==> src/rtl/npc_btb.sv <==
// Next-PC unit: owns the fetch PC, predicts through a direct-mapped BTB with 2-bit
// counters, resolves the real next PC from EX and redirects fetch on a mispredict.
module npc_btb #(
  parameter int              XLEN        = 32,
  parameter int              BTB_ENTRIES = 16,
  parameter logic [XLEN-1:0] RESET_PC    = 32'h0000_0000
) (
  input  logic            i_clk,
  input  logic            i_rstn,
  input  logic            i_stall,
  output logic [XLEN-1:0] o_pc,
  output logic [XLEN-1:0] o_pred_npc,
  output logic            o_pred_hit,
  input  logic            i_ex_valid,
  input  logic [XLEN-1:0] i_ex_pc,
  input  logic [2:0]      i_ex_npcop,
  input  logic            i_ex_is_branch,
  input  logic [XLEN-1:0] i_ex_imm,
  input  logic [XLEN-1:0] i_ex_aluout,
  input  logic [XLEN-1:0] i_ex_pred_npc,
  output logic            o_redirect,
  output logic [31:0]     o_mispred_cnt
);

  localparam int IDX  = $clog2(BTB_ENTRIES);
  localparam int TAGW = XLEN - IDX - 2;

  localparam logic [2:0] OP_PLUS4  = 3'b000;
  localparam logic [2:0] OP_BRANCH = 3'b001;
  localparam logic [2:0] OP_JUMP   = 3'b010;
  localparam logic [2:0] OP_JALR   = 3'b100;

  localparam logic [XLEN-1:0] JALR_MASK = {{(XLEN-1){1'b1}}, 1'b0};

  logic [XLEN-1:0]        r_pc;
  logic [31:0]            r_mispred_cnt;
  logic [BTB_ENTRIES-1:0] r_valid;
  logic [TAGW-1:0]        r_tag    [BTB_ENTRIES];
  logic [XLEN-1:0]        r_target [BTB_ENTRIES];
  logic [1:0]             r_ctr    [BTB_ENTRIES];
  logic                   r_jmp    [BTB_ENTRIES];

  logic [IDX-1:0]  w_rd_idx;
  logic [TAGW-1:0] w_rd_tag;
  logic            w_pred_hit;
  logic [XLEN-1:0] w_pred_npc;
  logic [XLEN-1:0] w_ex_plus4;
  logic [XLEN-1:0] w_ex_tgt;
  logic [XLEN-1:0] w_actual;
  logic            w_redirect;
  logic [IDX-1:0]  w_wr_idx;
  logic [TAGW-1:0] w_wr_tag;
  logic            w_ex_hit;
  logic            w_taken;
  logic            w_we;
  logic [XLEN-1:0] w_new_tgt;
  logic [1:0]      w_new_ctr;
  logic            w_new_jmp;

  assign w_rd_idx   = r_pc[IDX+1:2];
  assign w_rd_tag   = r_pc[XLEN-1:IDX+2];
  assign w_pred_hit = r_valid[w_rd_idx] && (r_tag[w_rd_idx] == w_rd_tag);
  assign w_pred_npc = (w_pred_hit && (r_jmp[w_rd_idx] || r_ctr[w_rd_idx][1]))
                      ? r_target[w_rd_idx] : r_pc + XLEN'(4);

  assign w_ex_plus4 = i_ex_pc + XLEN'(4);
  assign w_ex_tgt   = i_ex_pc + i_ex_imm;

  always_comb begin
    case (i_ex_npcop)
      OP_PLUS4:          w_actual = w_ex_plus4;
      OP_BRANCH, OP_JUMP: w_actual = w_ex_tgt;
      OP_JALR:           w_actual = i_ex_aluout & JALR_MASK;
      default:           w_actual = w_ex_plus4;
    endcase
  end

  assign w_redirect = i_ex_valid && (w_actual != i_ex_pred_npc);

  assign w_wr_idx = i_ex_pc[IDX+1:2];
  assign w_wr_tag = i_ex_pc[XLEN-1:IDX+2];
  assign w_ex_hit = r_valid[w_wr_idx] && (r_tag[w_wr_idx] == w_wr_tag);
  assign w_taken  = (i_ex_npcop == OP_BRANCH);

  // A not-taken miss never allocates; JALR and plain PLUS4 leave the BTB alone.
  always_comb begin
    w_we      = 1'b0;
    w_new_tgt = w_ex_tgt;
    w_new_ctr = r_ctr[w_wr_idx];
    w_new_jmp = 1'b0;
    if (i_ex_valid) begin
      if (i_ex_is_branch) begin
        if (w_ex_hit) begin
          w_we      = 1'b1;
          w_new_jmp = r_jmp[w_wr_idx];
          w_new_tgt = w_taken ? w_ex_tgt : r_target[w_wr_idx];
          if (w_taken && (r_ctr[w_wr_idx] != 2'b11))
            w_new_ctr = r_ctr[w_wr_idx] + 2'd1;
          else if (!w_taken && (r_ctr[w_wr_idx] != 2'b00))
            w_new_ctr = r_ctr[w_wr_idx] - 2'd1;
        end else if (w_taken) begin
          w_we      = 1'b1;
          w_new_ctr = 2'b10;
        end
      end else if (i_ex_npcop == OP_JUMP) begin
        w_we      = 1'b1;
        w_new_ctr = 2'b11;
        w_new_jmp = 1'b1;
      end
    end
  end

  always_ff @(posedge i_clk) begin
    if (!i_rstn) begin
      r_pc          <= RESET_PC;
      r_mispred_cnt <= '0;
      r_valid       <= '0;
    end else begin
      if (w_redirect)
        r_pc <= w_actual;
      else if (!i_stall)
        r_pc <= w_pred_npc;
      if (w_redirect && (r_mispred_cnt != 32'hFFFF_FFFF))
        r_mispred_cnt <= r_mispred_cnt + 32'd1;
      if (w_we)
        r_valid[w_wr_idx] <= 1'b1;
    end
  end

  // Payload is meaningless while valid is clear, so it carries no reset.
  always_ff @(posedge i_clk) begin
    if (i_rstn && w_we) begin
      r_tag[w_wr_idx]    <= w_wr_tag;
      r_target[w_wr_idx] <= w_new_tgt;
      r_ctr[w_wr_idx]    <= w_new_ctr;
      r_jmp[w_wr_idx]    <= w_new_jmp;
    end
  end

  assign o_pc          = r_pc;
  assign o_pred_npc    = w_pred_npc;
  assign o_pred_hit    = w_pred_hit;
  assign o_redirect    = w_redirect;
  assign o_mispred_cnt = r_mispred_cnt;

endmodule

==> config.mk <==
export PLATFORM = sky130hd
export DESIGN_NAME = npc_btb
export DESIGN_NICKNAME = d
export VERILOG_FILES = /design/src/rtl/npc_btb.sv
export SDC_FILE = /design/constraint.sdc
export NUM_CORES = 1
export LEC_CHECK = 0
export BUFFER_PORTS_ARGS = -buffer_cell sky130_fd_sc_hd__buf_4
export CORE_ASPECT_RATIO = 1.75
export CORE_UTILIZATION = 40
export CTS_CLUSTER_SIZE = 30
export DETAILED_ROUTE_END_ITERATION = 16
export PLACE_DENSITY = 0.65
export SLEW_MARGIN = 40
export SYNTH_ARGS = -nofsm -noshare
export SYNTH_HDL_FRONTEND = slang
export SYNTH_SLANG_ARGS = --single-unit
==> constraint.sdc <==
create_clock -name i_clk -period 8.15 [get_ports i_clk]
set_input_delay 1.2225 -clock i_clk [delete_from_list [all_inputs] [get_ports i_clk]]
set_output_delay 1.2225 -clock i_clk [all_outputs]
set_load 0.05 [all_outputs]
# [After elaboration in Yosys (flattened, before gate mapping)]
# Memory sizes are Yosys's and may differ from the RTL's. A register that Yosys moved wholly into a read port is not among the register bits.
# Index checks and enable logic that the tools add are counted.
[totals] register_bits=80 ram_bits=976 out_inout_bits=98 wordCells=82 mem_count=4
[op_classes] add_sub_neg=6 magnitude_cmp=3 n_eq_ne=11 n_mux=39 bitwise_logic=1 n_reduce_logical=15
[memory_table] name="r_target" depth=16 word_bits=32 read_ports=1 rd_clocked_by_memory_dff=1 wr=1 line_no="39" rtl="logic [XLEN-1:0] r_target [BTB_ENTRIES];"
[memory_table] name="r_tag" depth=16 word_bits=26 read_ports=2 rd_clocked_by_memory_dff=1 wr=1 line_no="38" rtl="logic [TAGW-1:0] r_tag [BTB_ENTRIES];"
[memory_table] name="r_ctr" depth=16 word_bits=2 read_ports=2 rd_clocked_by_memory_dff=1 wr=1 line_no="40" rtl="logic [1:0] r_ctr [BTB_ENTRIES];"
[memory_table] name="r_jmp" depth=16 word_bits=1 read_ports=1 rd_clocked_by_memory_dff=1 wr=1 line_no="41" rtl="logic r_jmp [BTB_ENTRIES];"
[op_table] cell="$mux 32" n=7
[op_table] cell="$add 32x3->32 const B" n=2
[op_table] cell="$pmux 32 s2" n=1
[op_table] cell="$eq 26x26->1" n=2
[op_table] cell="$add 32x1->32 const B" n=1
[op_table] cell="$add 32x32->32" n=1
[op_table] cell="$mux 4" n=8
[op_table] cell="$ne 32x32->1" n=1
[op_table] cell="$ne 32x32->1 const B" n=1
[op_table] cell="$or 16x16->16" n=1
[op_table] cell="$mux 2" n=7
[op_table] cell="$mux 1" n=13
[op_table] cell="$lt 4x5->1 const B" n=2
[op_table] cell="$logic_and 1x1->1" n=9
[op_table] cell="$bmux 1 s4" n=2
[op_table] cell="$demux 1 s4" n=1
[op_table] cell="$ge 4x1->1 const B" n=1
[op_table] cell="$ne 4x4->1 const B" n=1
[op_table] cell="$reduce_and 2->1" n=2
[op_table] cell="$eq 3x1->1 const B" n=1
[op_table] cell="$eq 3x2->1 const B" n=1
[op_table] cell="$eq 3x3->1 const B" n=1
[op_table] cell="$ne 3x3->1 const B" n=1
[op_table] cell="$add 2x1->2 const B" n=1
[op_table] cell="other kinds (7)" n=7

# [Logic depth before layout (Yosys ltp)]
[logic_depth] depth_word=10 depth_mapped=18

# [Least setup slack after synthesis]
# Ideal clock, no wire load.
[synth_path] path_kind="input to register" start="input i_ex_pc[3]" end="memory r_target[15][0] (enable)" arrival_time_ns=5.712 required_time_ns=7.718 path_slack_ns=2.006 stages=13 cell_sequence="clkbuf_1 > clkbuf_1 > clkbuf_1 > mux4_2 > mux4_2 > xnor2_1 > nand4_1 > nor3_1 > a21oi_1 > a21oi_1 > clkbuf_1 > nand2_1 > a21oi_1"
[synth_via] elab_chain_cells=10 elab_cells_between_ends=13 cone_classes="2 x eq/ne; 7 x mux; 3 x reduce/logical; 1 x memory"
[synth_rtl] element="from (decl)" line_no="15" rtl="input logic [XLEN-1:0] i_ex_pc,"
[synth_rtl] element="$mem_v2 16x26 / $bmux 1 s4 (equally long branches)"
[synth_rtl] element="$eq 26x26->1 / $mux 1 (equally long branches)" line_no="82" rtl="assign w_ex_hit = r_valid[w_wr_idx] && (r_tag[w_wr_idx] == w_wr_tag);"
[synth_rtl] element="$logic_and 1x1->1" line_no="82"
[synth_rtl] element="$mux 1" line_no="93" rtl="if (w_ex_hit) begin"
[synth_rtl] element="$mux 1" line_no="92" rtl="if (i_ex_is_branch) begin"
[synth_rtl] element="$mux 1" line_no="91" rtl="if (i_ex_valid) begin"
[synth_rtl] element="$logic_and 1x1->1" line_no="132" rtl="if (i_rstn && w_we) begin"
[synth_rtl] element="$mux 1" line_no="132"
[synth_rtl] element="$mux 1 (implied by the code)" line_no="134" rtl="r_target[w_wr_idx] <= w_new_tgt;"
[synth_rtl] element="$reduce_and 2->1 (no line)"
[synth_rtl] element="to (decl)" line_no="39"
# Several ways; a longest one is shown, not always the timed one. The select of a mux whose other input is x is not followed.

# [Worst setup path in the final report]
[layout_path] start="input i_ex_pc[0]" end="output o_redirect"
[layout_via] elab_chain_cells=4 elab_cells_between_ends=5 cone_classes="2 x add/sub; 1 x eq/ne; 1 x mux; 1 x reduce/logical"
[layout_rtl] element="$add 32x3->32 / $add 32x32->32 (equally long branches)" line_no="66, 67"
[layout_rtl] element="$pmux 32 s2 (*)" line_no="70" rtl="case (i_ex_npcop)"
[layout_rtl] element="$ne 32x32->1 (*)" line_no="78" rtl="assign w_redirect = i_ex_valid && (w_actual != i_ex_pred_npc);"
[layout_rtl] element="$logic_and 1x1->1 (*)" line_no="78"
[layout_rtl] element="to (decl)" line_no="21" rtl="output logic o_redirect,"
# Mark *: on every way between the ends. The rest lies on a longest branch, timed or not.

==> run summary <==
Fin. Hold Viols: 0
first-pass GRT wire length: 239000 um
post-cts sizing count: 0
FP Rows: 173
CTS Hold Bufs: 0
IO buf count: 232
synthesized cell area: 0.0511 mm^2
max_slew headroom: 33.0%
Filler cells: 11100
Multi-input gate area: 0.0193 mm^2
R2R Path End: o_pc[7]$_SDFFE_PN0P_
Worst Skew: 0.0554 ns
Max Fclk: 146 MHz
Num CTS Buffers: 91
Post-synth EDFFs: 976
maximum number of pins on one net before global-route repair: 117
syn_area_per_cell: 16.1 um^2
hold path start: r_valid[6]$_SDFFE_PN0P_
DRC violations left: 0
commonest non-fill, non-tap cell in the layout: edfxtp_1
Detailed Place HPWL: 114000 um
global placer's final weighted congestion: 0.966
Synth Flop Type: edfxtp_1
utilization of the core after routing: 46.0%
Post-DRT Antenna Nets: 0
Core Box Area: 0.127 mm^2
Hold Path Class: flop to flop
global-route track usage on met3: 4.82%
post-synthesis sequential area ratio: 60.6%
FF+latch count, synth: 1060
crit share post-route: 84.2%
Synth async-reset ratio: 0%
min Tclk post-route: 6.86 ns
routed len/inst: 33.2 um
P&R area growth vs syn: 14.2%
Leakage: 0.0188 uW
Worst-path clk slew: 0.06 ns
Worst setup EP type: output port
GR Util met1: 32.6%
CTS sink cnt: 1060
final setup violation count: 0
worst-case vdd ir drop: 0.213 mV
Top Ports: 234
GR Overflow Total: 0
CP required: 6.93 ns
TNS Setup: 0 ns
WS Path Type: input port to output port
initial antenna violation count: 6
most frequent cells in the layout: edfxtp_1, mux4_2, buf_4
Chip Height: 475 um
htree depth: 3
syn nets: 3350
dpl cells: 4950
setup slack, reg-to-reg: 3.09 ns
Distinct cells, synth: 97
Nets: 3560
clk root buf: clkbuf_16
die width: 272 um
critical path arrival: 5.64 ns
placed inst area: 0.0553 mm^2
YS warnings: 0
Starting DRT DRC Count: 4137
Hold Crit Endpoint: r_valid[6]$_SDFFE_PN0P_
initial core utilization: 40.3%
GRT Overall Usage: 26.3%
register area: 0.0310 mm^2
Via Count: 32900
unrepaired setup endpoints after global routing: false
Clock Latency Late Sink: 0.76 ns
Via density: 6.41
non-filler cells in the finished layout: 5127
Power Density: 215 mW/mm^2
crit path launch type: input port
die area: 0.129 mm^2
worst hold stages: 1
Mapped Cells: 3174
Max-Cap Viols: 0
Final Cell Area: 0.0584 mm^2
Slew @ Worst Pin: 0.976 ns
post-CTS setup buffer count: 0
TritonCTS clock tree: done
outcome: finished clean
grt met2 use: 42.0%
fraction of layout cells with a size suffix above 1: 28.8%
gr busiest metal: met2
Detailed Route WL: 170000 um
DR pass1 iterations: 8
reg2reg path depth: 13
Pins Over Slew Limit: 0
vias in the first global route: 32700
critical path peak fanout: 16
CTS Buffer Depth: 3
per-layer routing:
metal,wire [um],vias to the layer above
met5,10,-
met3,15100,426
met1,62100,17100
met2,80000,1896
li1,-,13500
met4,13200,2
area by class of cell:
cell class,count,share of cell area [%]
Clock buffer,106,4.10
Timing Repair Buffer,335,4.88
Clock inverter,65,1.00
Inverter,43,0.281
Sequential cell,1060,53.1
Multi-Input combinational cell,1853,33.1
Tap cell,1662,3.56
Antenna cell,3,0.0129
where the power goes:
part	switching [uW]	internal, uW	total [uW]
Clock	2090	2330	4420
Combinational	1210	701	1910
Sequential	98.1	6110	6210
cells in the mapped netlist, drive strengths merged, types with 55 or more instances:
| cell | n | area [um^2] |
|---|---|---|
| nor2 | 129 | 484 |
| edfxtp | 976 | 29300 |
| clkbuf | 114 | 428 |
| mux2i | 113 | 1130 |
| dfxtp | 84 | 1680 |
| nor3 | 60 | 310 |
| mux4 | 402 | 9050 |
| o21ai | 67 | 339 |
| nand3 | 66 | 343 |
| buf | 104 | 569 |
| nand2 | 148 | 563 |
| xnor2 | 97 | 850 |
| a21oi | 122 | 614 |
| and3 | 55 | 349 |
sequential cells by signal, indices dropped and copies added, names as in the netlist, named ones only:
name,cells
r_tag,416
r_valid,16
r_ctr,32
o_mispred_cnt,32
r_jmp,16
o_pc,32
r_target,512
cell families after synthesis:
group                      share of synthesized area, %
DFF                                                60.6
and+or+nand+nor                                    6.83
muxes                                              20.4
AOI/OAI and AO/OA                                  6.33
buffers and inverters                              2.27
xor gates and xnor gates                           2.50
adders and majority gates                          1.01
worst max path at each step:
| stage | from | to | depth (start not counted) |
|---|---|---|---|
| final | i_ex_pc[0] | o_redirect | 16 |
| after global routing | i_ex_pc[0] | o_redirect | 16 |
| after CTS | flop | o_pred_npc[5] | 11 |
| after detailed placement | i_ex_pc[2] | r_target[15][18]$_DFFE_PP_ | 12 |
| after global placement | i_ex_pc[2] | r_target[15][2]$_DFFE_PP_ | 12 |
| after floorplan | i_ex_pc[3] | r_target[15][0]$_DFFE_PP_ | 13 |
through the flow:
step | total power (uW) | hold WS [ns] | setup slack [ns]
2_1_floorplan | 7430 | 0.429 | 2.01
3_3_place_gp | 8170 | 0.450 | 1.40
3_5_place_dp | 8200 | 0.459 | 1.40
4_1_cts | 12600 | 0.477 | 1.34
5_1_grt | 12900 | 0.497 | 1.12
6_report | 12500 | 0.472 | 1.29
critical path: stages:
cell and delay (ns):
buf_4 0.13, ha_1 0.22, fa_1 0.43, a21o_1 0.25, a221oi_2 0.57, o311ai_0 0.27, buf_4 0.21, a2111oi_0 0.59
a211oi_1 0.19, and3_1 0.23, nor3_1 0.20, and4_4 0.29, nand3_4 0.28, nand2_4 0.27, inv_2 0.07, buf_4 0.19
Note: power is estimated with default switching activity, not from simulation.
